`config.mk`:
```
export PLATFORM = sky130hd
export DESIGN_NAME = wave_xfade_mux
export DESIGN_NICKNAME = d
export VERILOG_FILES = /design/src/rtl/wave_xfade_mux.sv
export SDC_FILE = /design/constraint.sdc
export NUM_CORES = 1
export LEC_CHECK = 0
export BUFFER_PORTS_ARGS = -buffer_cell sky130_fd_sc_hd__buf_2
export CORE_ASPECT_RATIO = 2
export CORE_UTILIZATION = 35
export CTS_BUF_LIST = sky130_fd_sc_hd__clkbuf_4
export DETAILED_ROUTE_END_ITERATION = 10
export HOLD_SLACK_MARGIN = 0.15
export PLACE_DENSITY_LB_ADDON = 0.3
export RECOVER_POWER = 25
export SLEW_MARGIN = 20
export SYNTH_ARGS = -nofsm -noshare
export SYNTH_HDL_FRONTEND = slang
export SYNTH_SLANG_ARGS = --single-unit
```
`constraint.sdc`:
```
create_clock -name i_clk -period 1.11 [get_ports i_clk]
set_clock_uncertainty 0.2 [all_clocks]
set_input_delay 0.111 -clock i_clk [delete_from_list [all_inputs] [get_ports i_clk]]
set_output_delay 0.111 -clock i_clk [all_outputs]
set_load 0.01 [all_outputs]
```
`src/rtl/wave_xfade_mux.sv`:
```
// N-channel sample selector with a linear crossfade on selection changes.
// Optional macro WAVE_XFADE_MUX_XFADE_EN builds the crossfade; without it, channel changes are hard switches.
module wave_xfade_mux #(
  parameter int DATA_W    = 16,
  parameter int N_CH      = 4,
  parameter int SEL_W     = 2,
  parameter int FADE_LOG2 = 6
) (
  input  logic                     i_clk,
  input  logic                     i_rst_n,
  input  logic                     i_sample_en,
  input  logic [SEL_W-1:0]         i_sel,
  input  logic [N_CH*DATA_W-1:0]   i_data,
  output logic signed [DATA_W-1:0] o_data,
  output logic                     o_valid,
  output logic                     o_busy,
  output logic [SEL_W-1:0]         o_cur_sel
);

  if ((1 << SEL_W) < N_CH || N_CH < 2 || FADE_LOG2 < 1 || FADE_LOG2 > 10) begin : g_param_check
    $error("wave_xfade_mux: illegal parameter combination");
  end

  logic signed [DATA_W-1:0] ch [N_CH];
  logic [SEL_W-1:0]         eff;
  logic [SEL_W-1:0]         cur_q;

  for (genvar c = 0; c < N_CH; c++) begin : g_unpack
    assign ch[c] = i_data[c*DATA_W +: DATA_W];
  end

  // Out-of-range selects fold onto the last real channel.
  always_comb begin
    if (32'(i_sel) < N_CH) eff = i_sel;
    else                   eff = SEL_W'(N_CH - 1);
  end

  assign o_cur_sel = cur_q;

`ifdef WAVE_XFADE_MUX_XFADE_EN

  localparam int M  = 1 << FADE_LOG2;
  localparam int PW = DATA_W + FADE_LOG2 + 2;

  typedef enum logic {IDLE, FADE} state_t;

  state_t                   state_q, state_d;
  logic [FADE_LOG2-1:0]     k_q, k_d;
  logic [SEL_W-1:0]         tgt_q, tgt_d, cur_d;
  logic signed [DATA_W-1:0] data_d;
  logic signed [PW-1:0]     cur_ext, tgt_ext, w_old, w_new, mix_sum, mix_shift;
  logic                     last_step;

  assign last_step = (k_q == FADE_LOG2'(M - 1));

  always_ff @(posedge i_clk or negedge i_rst_n) begin
    if (!i_rst_n) begin
      state_q <= IDLE;
      k_q     <= '0;
      tgt_q   <= '0;
      cur_q   <= '0;
      o_data  <= '0;
      o_valid <= 1'b0;
      o_busy  <= 1'b0;
    end else begin
      o_valid <= i_sample_en;
      if (i_sample_en) begin
        state_q <= state_d;
        k_q     <= k_d;
        tgt_q   <= tgt_d;
        cur_q   <= cur_d;
        o_data  <= data_d;
        o_busy  <= (state_d == FADE);
      end
    end
  end

  always_comb begin
    state_d = state_q;
    case (state_q)
      IDLE:    if (eff != cur_q) state_d = FADE;
      FADE:    if (last_step)    state_d = IDLE;
      default: state_d = IDLE;
    endcase
  end

  // Weights sum to M, so the shifted result is a convex blend and always fits DATA_W.
  always_comb begin
    cur_ext   = PW'(ch[cur_q]);
    tgt_ext   = PW'(ch[tgt_q]);
    w_old     = PW'(M) - PW'(k_q);
    w_new     = PW'(k_q);
    mix_sum   = cur_ext * w_old + tgt_ext * w_new;
    mix_shift = mix_sum >>> FADE_LOG2;

    k_d    = k_q;
    tgt_d  = tgt_q;
    cur_d  = cur_q;
    data_d = ch[cur_q];
    case (state_q)
      IDLE: begin
        if (eff != cur_q) begin
          tgt_d = eff;
          k_d   = FADE_LOG2'(1);
        end
      end
      FADE: begin
        data_d = mix_shift[DATA_W-1:0];
        k_d    = k_q + FADE_LOG2'(1);
        if (last_step) cur_d = tgt_q;
      end
      default: ;
    endcase
  end

`else

  // Hard switch: the new channel is committed and emitted on the same strobe.
  always_ff @(posedge i_clk or negedge i_rst_n) begin
    if (!i_rst_n) begin
      cur_q   <= '0;
      o_data  <= '0;
      o_valid <= 1'b0;
    end else begin
      o_valid <= i_sample_en;
      if (i_sample_en) begin
        cur_q  <= eff;
        o_data <= ch[eff];
      end
    end
  end

  assign o_busy = 1'b0;

`endif

endmodule

```
==> After elaboration in Yosys (flattened, before gate mapping) <==
Index checks and enable logic that the tools add are counted.
{ "totals": {"ff_bits": 19, "in_bits": 69, "output_inout_bits": 20} }
{ "op_classes": {"magnitude_cmp": 1, "muxes": 3, "n_bitwise": 1} }
{ "op_table": {"columns": ["cell", "n"], "rows": [
  ["binary-select mux 16 bit (select 2 bit)", 1],
  ["2-to-1 mux 16 bit", 2],
  ["greater-or-equal comparator 3 bit (second input constant)", 1],
  ["inverter 2 -> 3 bit", 1]
]} }

==> Depth between registers and ports, before layout <==
Gate-level depths: netlist of the first run.
{ "logic_depth": {"word_depth": 4, "depth_mapped": 4} }

==> Worst setup path after synthesis of the first run <==
Ideal clock, no wire load.
{ "synth_timing": {"kind": "input to register", "startpoint": "in i_sel[0]", "endpoint": "reg o_data[0]", "t_arrival_ps": 658, "required_ps": 772, "slack_ps": 114, "cell_stages": 4, "n_path_buf": 2, "path_cell_list": "buf_6 buf_12 mux2i_1 o221ai_1"} }
{ "synth_via": {"elab_chain_len": 4} }
{ "synth_lines": {"columns": ["element", "line", "source"], "rows": [
  ["start: declaration", "12", "input logic [SEL_W-1:0] i_sel,"],
  ["inverter 2 -> 3 bit (implied by the code)", "128", "o_data <= ch[eff];"],
  ["binary-select mux 16 bit (select 2 bit)", "128", null],
  ["2-to-1 mux 16 bit (implied by the code) (2 in series)", "128", null],
  ["end signal: assignment", "128", null],
  ["end: declaration", "14", "output logic signed [DATA_W-1:0] o_data,"]
]} }
Every way passes these cells. The select of a mux whose other input is x is not followed.
A chain may end at the register's enable or synchronous reset.

==> Worst setup path after layout of the first run <==
{ "layout_timing": {"startpoint": "reg cur_q[0], in the netlist o_cur_sel[0]", "endpoint": "out o_cur_sel[0]"} }
{ "layout_rtl": {"columns": ["element", "line", "source"], "rows": [
  ["start: declaration", "26", "logic [SEL_W-1:0] cur_q;"],
  ["start signal: assignment", "121", "cur_q <= '0;"],
  ["start signal: assignment", "127", "cur_q <= eff;"],
  ["end: declaration", "17", "output logic [SEL_W-1:0] o_cur_sel"]
]} }
No word-level cell between the ends.

==> results.toml, run 1 <==
[worst_setup_path]
crit_family = "flip-flops"
endpoint_kind = "output port"
crit_path_max_fanout = 2
cp.required_ns = 0.80
r2r_cells = 3
crit_path_top_delay_cell = "dfrtp_1"
critPathLaunchType = "flip-flop"
path_class = "reg2out"
worstPathArrival_ns = 0.84
regToRegStartpoint = "o_data[3]$_DFFE_PN0P_"
crit_chain = "buf_2"
reg2reg_to = "o_data[3]$_DFFE_PN0P_"
crit_cells = 1
rrSetupSlack_ns = 0.06
critical_path_buf_inv_count = 1
max_stage_delay_ns = 0.41

[run_status]
outcome = "complete, but fails checks"
violations = "design-rule violations, negative hold slack, negative setup slack"

[synthesis]
syn_nets = 168
yosysTopAreaCell = "dfrtp_1"
ys_warn_count = 0
postSynthCellCount = 99
ys_seq_area_share_pct = 39.71
syn_area_um2 = 1197
synth_seq_cells = 19
synth.distinct_cells = 13
postSynthAreaPerCell_um2 = 12.09
synth_top_area_share_pct = 39.71
netlist_top_cells_area = "dfrtp_1 (40%), mux2i_1 (27%), o221ai_1 (12%)"

[grt]
first_global_vias = 1581
grt_util_all_layers_pct = 25.19
grt_max_degree = 20
grt_pass1_wl_um = 6948
antenna_found_initial = 0
grt_remaining_overflow = 0

[floorplan]
die_x_um = 43.36
fp.dieArea_um2 = 3673
initial_core_util_pct = 37.08
die_y_um = 84.72
io-pin-count = 89
num_rows = 29
core-area_um2 = 3229

[finish]
n_antenna_cell = 0
instances_no_fill = 286
num-nets-final = 325
fin_util_pct = 73.34
drive_gt1_share_pct = 40.39
area_growth_syn_to_layout_pct = 97.81

[drt]
drtIter0Drc = 28
routed_wl_um = 4320
drc_errors = 12
post_drt_wl_per_cell_um = 15.10
drt_pass1_iterations = 8
dr_total_vias = 1440
vias_per_cell = 5.035
ant_nets = 0

[placed_design]
pre_cts_slack_ns = -0.04239
gp_congestion = 0.7257
dp.cells = 216
dp_hpwl_um = 2498
port_buffers = 87

[clock_tree]
clockBufferDepth = 2
clock_latency_ns = 0.29
root_buffer = "clkbuf_4"
clk_pin_slew_ns = 0.11
numCtsBuffers = 3
cts_num_sinks = 19
htreeDepth = 1
postCtsHoldBufs = 65
cts_tree = "yes"

[hold_path]
min_from = "i_sample_en"
hold_class = "in2reg"
holdPathStages = 1
hold-path-endpoint = "o_valid$_DFF_PN0_"

[sta]
min_period_ns = 1.150
slew_viol_final = 0
fmax_ghz = 0.8699
min_period_over_period_pct = 103.6
setup_viol = 20
rsz0062_at_grt = "true"
finalHoldViolCount = 1
setup_ws_ns = -0.03954
timing.hold.ws_ns = -0.06206

[power_and_ir_drop]
ir_drop_v = 0.0007949
leakagePower_uw = 0.001221
power_density_nw_per_um2 = 817.5

[flow_run]
cap_violations = 0
state kept, by name (all words and copies together) (netlist names):
| signal | cells |
|---|---|
| o_valid | 1 |
| o_cur_sel | 2 |
| o_data | 16 |
worst max path at each step:
stage	start	end	slack (ns)
6_report	o_cur_sel[0]$_DFFE_PN0P_	o_cur_sel[0]	-0.04
5_1_grt	o_data[6]$_DFFE_PN0P_	o_data[6]	-0.08
4_1_cts	o_data[6]$_DFFE_PN0P_	o_data[6]	-0.05
3_5_place_dp	i_sel[0]	o_data[11]$_DFFE_PN0P_	-0.04
3_3_place_gp	i_sel[0]	o_data[6]$_DFFE_PN0P_	0.002
2_1_floorplan	i_sel[0]	o_data[0]$_DFFE_PN0P_	0.11
layout make-up:
cell class / count / area (µm²)
Multi-Input combinational cell: 69 / 603.1
Fill cell: 238 / 860.8
Tap cell: 31 / 38.79
Clock inverter: 1 / 5.005
Inverter: 1 / 3.754
Timing Repair Buffer: 162 / 1220
Clock buffer: 3 / 22.52
Sequential cell: 19 / 475.5
placed cells by master, fill, tap and decap left out:
cell	count
buf_2	76
dlygate4sd3_1	63
mux2i_1	31
dfrtp_1	19
nand2b_1	17
o221ai_1	15
buf_4	15
clkbuf_4	3
dlymetal6s4s_1	2
buf_6	2
buf_12	2
nand2_2	1
mux2i_2	1
o221ai_2	1
mux2_1	1
inv_1	1
o21ai_0	1
conb_1	1
clkinv_2	1
clkbuf_2	1
clkbuf_1	1
power by group:
group	leakage (µW)	internal, µW	switching (µW)
Sequential	0.000232	773	45.8
Clock	0.0000177	134	209
Combinational	0.000972	476	298
stage by stage:
step	instance area [µm²]	TNS, ns	power, µW
after detailed placement	1639	-0.2175	1359
after CTS	2375	-0.7220	1932
after floorplan	1197	0	1109
final	2369	-0.5527	1936
after global placement	1639	0	1340
after global routing	2369	-1.258	2050
synthesized netlist by cell type:
cell type,count
buf_6,4
o21ai_0,1
buf_12,3
buf_4,2
dfrtp_1,19
nand2b_1,17
inv_1,1
nand2_2,1
buf_2,1
o221ai_1,16
conb_1,1
mux2i_1,32
mux2_1,1
layer usage:
metal  vias up  track usage (%)  share of wire [%]
met2        61            48.62                 58
li1        682                -                  -
met4         0            12.50                4.4
met1       679            24.52                 33
met3        18            2.796                4.5
met5         -                0                  0
timing repair:
action,CTS,global route
pin swaps,0,7
endpoints found under the hold margin,38,35
resized for setup,2,4
buffers inserted,6,2
endpoints found under the setup margin,19,27
kinds of logic (layout without fill, tap and decap cells):
logic type | after synthesis | count (layout) | synth area share, %
AO/OA/AOI/OAI | 17 | 17 | 12.12
buffers and inverters | 11 | 167 | 10.76
flip-flops | 19 | 19 | 39.71
multiplexers | 33 | 33 | 27.69
other | 1 | 1 | 0.3132
AND/OR/NAND/NOR | 18 | 18 | 9.405
No activity file was read; power rests on OpenSTA's default activity.
==> inputs of run 2 (changes only) <==
--- a/constraint.sdc
+++ b/constraint.sdc
@@ -4,2 +4,2 @@
 set_output_delay 0.111 -clock i_clk [all_outputs]
-set_load 0.01 [all_outputs]
+set_load 0.005 [all_outputs]
==> results.toml, run 2 (same netlist as run 1, synthesis figures left out) <==
[run_status]
outcome = "complete, but fails checks"
violations = "design-rule violations, negative hold slack, negative setup slack"

[floorplan]
core-area_um2 = 3229
die_y_um = 84.72
num_rows = 29
initial_core_util_pct = 37.08
fp.dieArea_um2 = 3673
io-pin-count = 89
die_x_um = 43.36

[clock_tree]
clock_latency_ns = 0.29
clk_pin_slew_ns = 0.11
htreeDepth = 1
cts_num_sinks = 19
numCtsBuffers = 3
root_buffer = "clkbuf_4"
clockBufferDepth = 2
cts_tree = "yes"
postCtsHoldBufs = 65

[drt]
dr_total_vias = 1441
routed_wl_um = 4448
drtIter0Drc = 43
post_drt_wl_per_cell_um = 15.44
vias_per_cell = 5.003
ant_nets = 0
drt_pass1_iterations = 8
drc_errors = 12

[power_and_ir_drop]
leakagePower_uw = 0.001243
switching_share_pct = 27.48
power_switching_uw = 521.3
total_power_uw = 1897
pwr-share-seq_pct = 43.0
pwr-share-clk_pct = 18.1
power_density_nw_per_um2 = 801.1
ir_drop_v = 0.0007888
pwr-share-comb_pct = 38.9
p_int_uw = 1376

[grt]
grt_pass1_wl_um = 6969
antenna_found_initial = 0
first_global_vias = 1581
grt_util_all_layers_pct = 25.24
grt_remaining_overflow = 0
grt_max_degree = 20

[finish]
area_growth_syn_to_layout_pct = 97.81
n_antenna_cell = 0
drive_gt1_share_pct = 40.47
num-nets-final = 327
fillers = 234
final_cell_mix = "buf_2 (80), dlygate4sd3_1 (61), mux2i_1 (31)"
largest_reg_flops = 16
instances_no_fill = 288
layout_commonest_cell = "buf_2"
top_register = "o_data"

[sta]
finalHoldViolCount = 1
rsz0062_at_grt = "true"
timing.hold.ws_ns = -0.07443
fmax_ghz = 0.8423
slew_viol_final = 0
min_period_over_period_pct = 107.0
min_period_ns = 1.187
setup_viol = 19
setup_ws_ns = -0.07723

[worst_setup_path]
path_class = "in2reg"
crit_family = "buffers and inverters"
reg2reg_to = "o_data[3]$_DFFE_PN0P_"
crit_path_top_delay_cell = "dlygate4sd3_1"
rrSetupSlack_ns = 0.03
crit_path_max_fanout = 1
crit_chain = "dlygate4sd3_1 > buf_2 > mux2i_1 > o221ai_1"
critical_path_buf_inv_count = 2
r2r_cells = 3
critPathLaunchType = "input pin"
endpoint_kind = "flip-flop"
regToRegStartpoint = "o_data[3]$_DFFE_PN0P_"
worstPathArrival_ns = 1.13
max_stage_delay_ns = 0.54
cp.required_ns = 1.06

[hold_path]
hold_class = "in2reg"
hold-path-endpoint = "o_valid$_DFF_PN0_"
min_from = "i_sample_en"
holdPathStages = 1

[placed_design]
dp.cells = 216
dp_hpwl_um = 2498
gp_congestion = 0.7257
port_buffers = 87

[flow_run]
cap_violations = 0
-- run 2: changes by cell type in the layout (fill, tap and decap cells not counted) --
cell and delta:
dlygate4sd3_1 -2, nand2_1 +1, buf_6 -2, dlymetal6s4s_1 +2, buf_2 +4, nand2_2 -1
-- run 2: worst max-delay path by stage --
stage	start	end	slack (ns)	cells past startpoint
finish	i_data[19]	o_data[3]$_DFFE_PN0P_	-0.08	4
global placement	i_sel[0]	o_data[6]$_DFFE_PN0P_	0.002	4
global route	i_data[3]	o_data[3]$_DFFE_PN0P_	-0.09	4
CTS	o_data[6]$_DFFE_PN0P_	o_data[6]	-0.04	1
detailed placement	i_sel[0]	o_data[11]$_DFFE_PN0P_	-0.04	4
floorplan	i_sel[0]	o_data[0]$_DFFE_PN0P_	0.11	4
-- run 2: power groups by stage --
stage          logic (µW)  clock network (µW)  registers, µW
5_1_grt               798                 387            824
3_3_place_gp          479                   0            827
6_report              738                 343            816
3_5_place_dp          495                   0            830
4_1_cts               710                 361            815
2_1_floorplan         240                   0            836
-- run 2: metal layers --
metal  global-route usage (%)  share of wire (%)
met1                    24.66                 33
met3                    3.011                4.5
met2                    49.17                 59
met5                        0                  0
met4                    11.08                3.5
-- run 2: per-stage QoR --
stage / setup WS [ns] / util (%) / instance area [µm²] / setup TNS (ns)
floorplan: 0.1144 / - / 1197 / 0
global route: -0.09492 / 73.34 / 2369 / -1.110
detailed placement: -0.04239 / 50.76 / 1639 / -0.2175
finish: -0.07723 / 73.34 / 2369 / -0.4001
global placement: 0.001538 / 50.76 / 1639 / 0
CTS: -0.04056 / 73.15 / 2362 / -0.4955
-- run 2: layout make-up --
cell class	instances	area, µm²	area share (%)
repair buffers	164	1222	51.61
inverters	1	3.754	0.1585
flip-flops and latches	19	475.5	20.07
multi-input cells	69	600.6	25.36
well taps	31	38.79	1.638
clock inverters	1	5.005	0.2113
clock buffers	3	22.52	0.9509
-- run 2: timing repair --
item                                   CTS  global route
endpoints found under the hold margin   38            35
resized for setup                        0             6
pin swaps                                0             6
setup endpoints to repair               18            26
buffers inserted                         6             2
==> inputs of run 3 (changes only) <==
--- a/config.mk
+++ b/config.mk
@@ -8,3 +8,2 @@
 export BUFFER_PORTS_ARGS = -buffer_cell sky130_fd_sc_hd__buf_2
-export CORE_ASPECT_RATIO = 2
 export CORE_UTILIZATION = 35
@@ -15,3 +14,2 @@
 export RECOVER_POWER = 25
-export SLEW_MARGIN = 20
 export SYNTH_ARGS = -nofsm -noshare
==> constraint.sdc (replaced) <==
create_clock -name i_clk -period 1.11 [get_ports i_clk]
set_clock_uncertainty 0.2 [all_clocks]
set_input_delay 0.222 -clock i_clk [delete_from_list [all_inputs] [get_ports i_clk]]
set_output_delay 0.222 -clock i_clk [all_outputs]
set_load 0.005 [all_outputs]
==> results.toml, run 3 (same netlist as run 1, synthesis figures left out) <==
[sta]
min_period_over_period_pct = 113.4
slew_viol_final = 0
setup_viol = 20
rsz0062_at_grt = "true"
min_period_ns = 1.259
fmax_ghz = 0.7944
setup_tns_ns = -2.500
finalHoldViolCount = 0
timing.hold.ws_ns = 0.03612
setup_ws_ns = -0.1488

[worst_setup_path]
endpoint_kind = "output port"
crit_path_top_delay_cell = "dfrtp_1"
crit_cells = 1
critical_path_buf_inv_count = 1
crit_chain = "buf_2"
path_class = "reg2out"
crit_family = "flip-flops"
crit_path_max_fanout = 2
critPathLaunchType = "flip-flop"
setup.worst_path.start = "o_data[11]$_DFFE_PN0P_"
regToRegStartpoint = "o_data[7]$_DFFE_PN0P_"
max_stage_delay_ns = 0.41
cp.required_ns = 0.69
worstPathArrival_ns = 0.84
setup.worst_path.end = "o_data[11]"
reg2reg_to = "o_data[7]$_DFFE_PN0P_"
rrSetupSlack_ns = -0.01
r2r_cells = 4

[drt]
post_drt_wl_per_cell_um = 12.97
vias_per_cell = 4.764
dr_total_vias = 1153
drtIter0Drc = 17
routed_wl_um = 3139
ant_nets = 0
drc_errors = 0
drt_pass1_iterations = 4

[finish]
num-nets-final = 268
n_antenna_cell = 0
final_cell_mix = "buf_2 (85), mux2i_1 (32), dfrtp_1 (19)"
top_register = "o_data"
area_growth_syn_to_layout_pct = 50.89
drive_gt1_share_pct = 56.57
layout_commonest_cell = "buf_2"
largest_reg_flops = 16
fin_util_pct = 57.30
instances_no_fill = 242

[placed_design]
dp.cells = 226
gp_congestion = 0.6696
port_buffers = 87
dp_hpwl_um = 2380

[run_status]
violations = "negative setup slack"
outcome = "complete, but fails checks"

[floorplan]
initial_core_util_pct = 37.98
num_rows = 20
io-pin-count = 89
fp.dieArea_um2 = 3659
die_y_um = 60.49
core-area_um2 = 3153
die_x_um = 60.49

[grt]
grt_pass1_wl_um = 4678
antenna_found_initial = 0
grt_max_degree = 20
first_global_vias = 1108
grt_remaining_overflow = 0
grt_util_all_layers_pct = 17.00

[power_and_ir_drop]
leakagePower_uw = 0.0009863
ir_drop_v = 0.0004821
power_density_nw_per_um2 = 973.1

[clock_tree]
root_buffer = "clkbuf_4"
postCtsHoldBufs = 2
numCtsBuffers = 3
htreeDepth = 1
cts_num_sinks = 19
clock_latency_ns = 0.29
clockBufferDepth = 2
clk_pin_slew_ns = 0.11
cts_tree = "yes"

[flow_run]
cap_violations = 0

[hold_path]
hold_class = "in2reg"
[run 3: how the worst min path moves through the flow]
stage,startpoint,to,slack (ns),cells past startpoint
floorplan,i_rst_n,o_cur_sel[0]$_DFFE_PN0P_,-0.27,0
global placement,i_rst_n,o_valid$_DFF_PN0_,-0.009,1
detailed placement,i_rst_n,o_valid$_DFF_PN0_,-0.009,1
CTS,i_data[40],o_data[8]$_DFFE_PN0P_,0.03,3
global route,i_data[40],o_data[8]$_DFFE_PN0P_,0.03,3
finish,i_data[40],o_data[8]$_DFFE_PN0P_,0.04,3
[run 3: power breakdown]
group | internal, µW | total, µW | switching, µW
sequential | 773 | 818 | 44.7
combinational | 354 | 588 | 234
clock | 134 | 352 | 218
total | 1260 | 1760 | 497
[run 3: routing by layer]
layer / share of wire [%] / track usage, % / up-vias
li1: - / - / 566
met1: 43 / 20.24 / 524
met2: 47 / 30.14 / 61
met3: 8.7 / 3.838 / 2
met4: 0.57 / 5.844 / 0
met5: 0 / 0 / -
[run 3: area by class of cell]
class	instances	area, µm²
Clock buffer	3	22.52
Clock inverter	1	5.005
Fill cell	293	1346
Inverter	1	3.754
Multi-Input combinational cell	69	620.6
Sequential cell	19	475.5
Tap cell	44	55.05
Timing Repair Buffer	105	624.3
[run 3: stage by stage]
step	worst slack, ns	total power [µW]	area [µm²]
after floorplan	0.003379	1076	1197
after global placement	-0.1117	1304	1645
after detailed placement	-0.1575	1319	1645
after CTS	-0.1592	1722	1745
after global routing	-0.1900	1868	1807
final	-0.1488	1758	1807
[run 3: repair_timing]
action | in CTS | in global routing
gates resized for setup | 0 | 7
endpoints found under the setup margin | 19 | 20
endpoints found under the hold margin | 36 | 17
setup buffers | 7 | 4
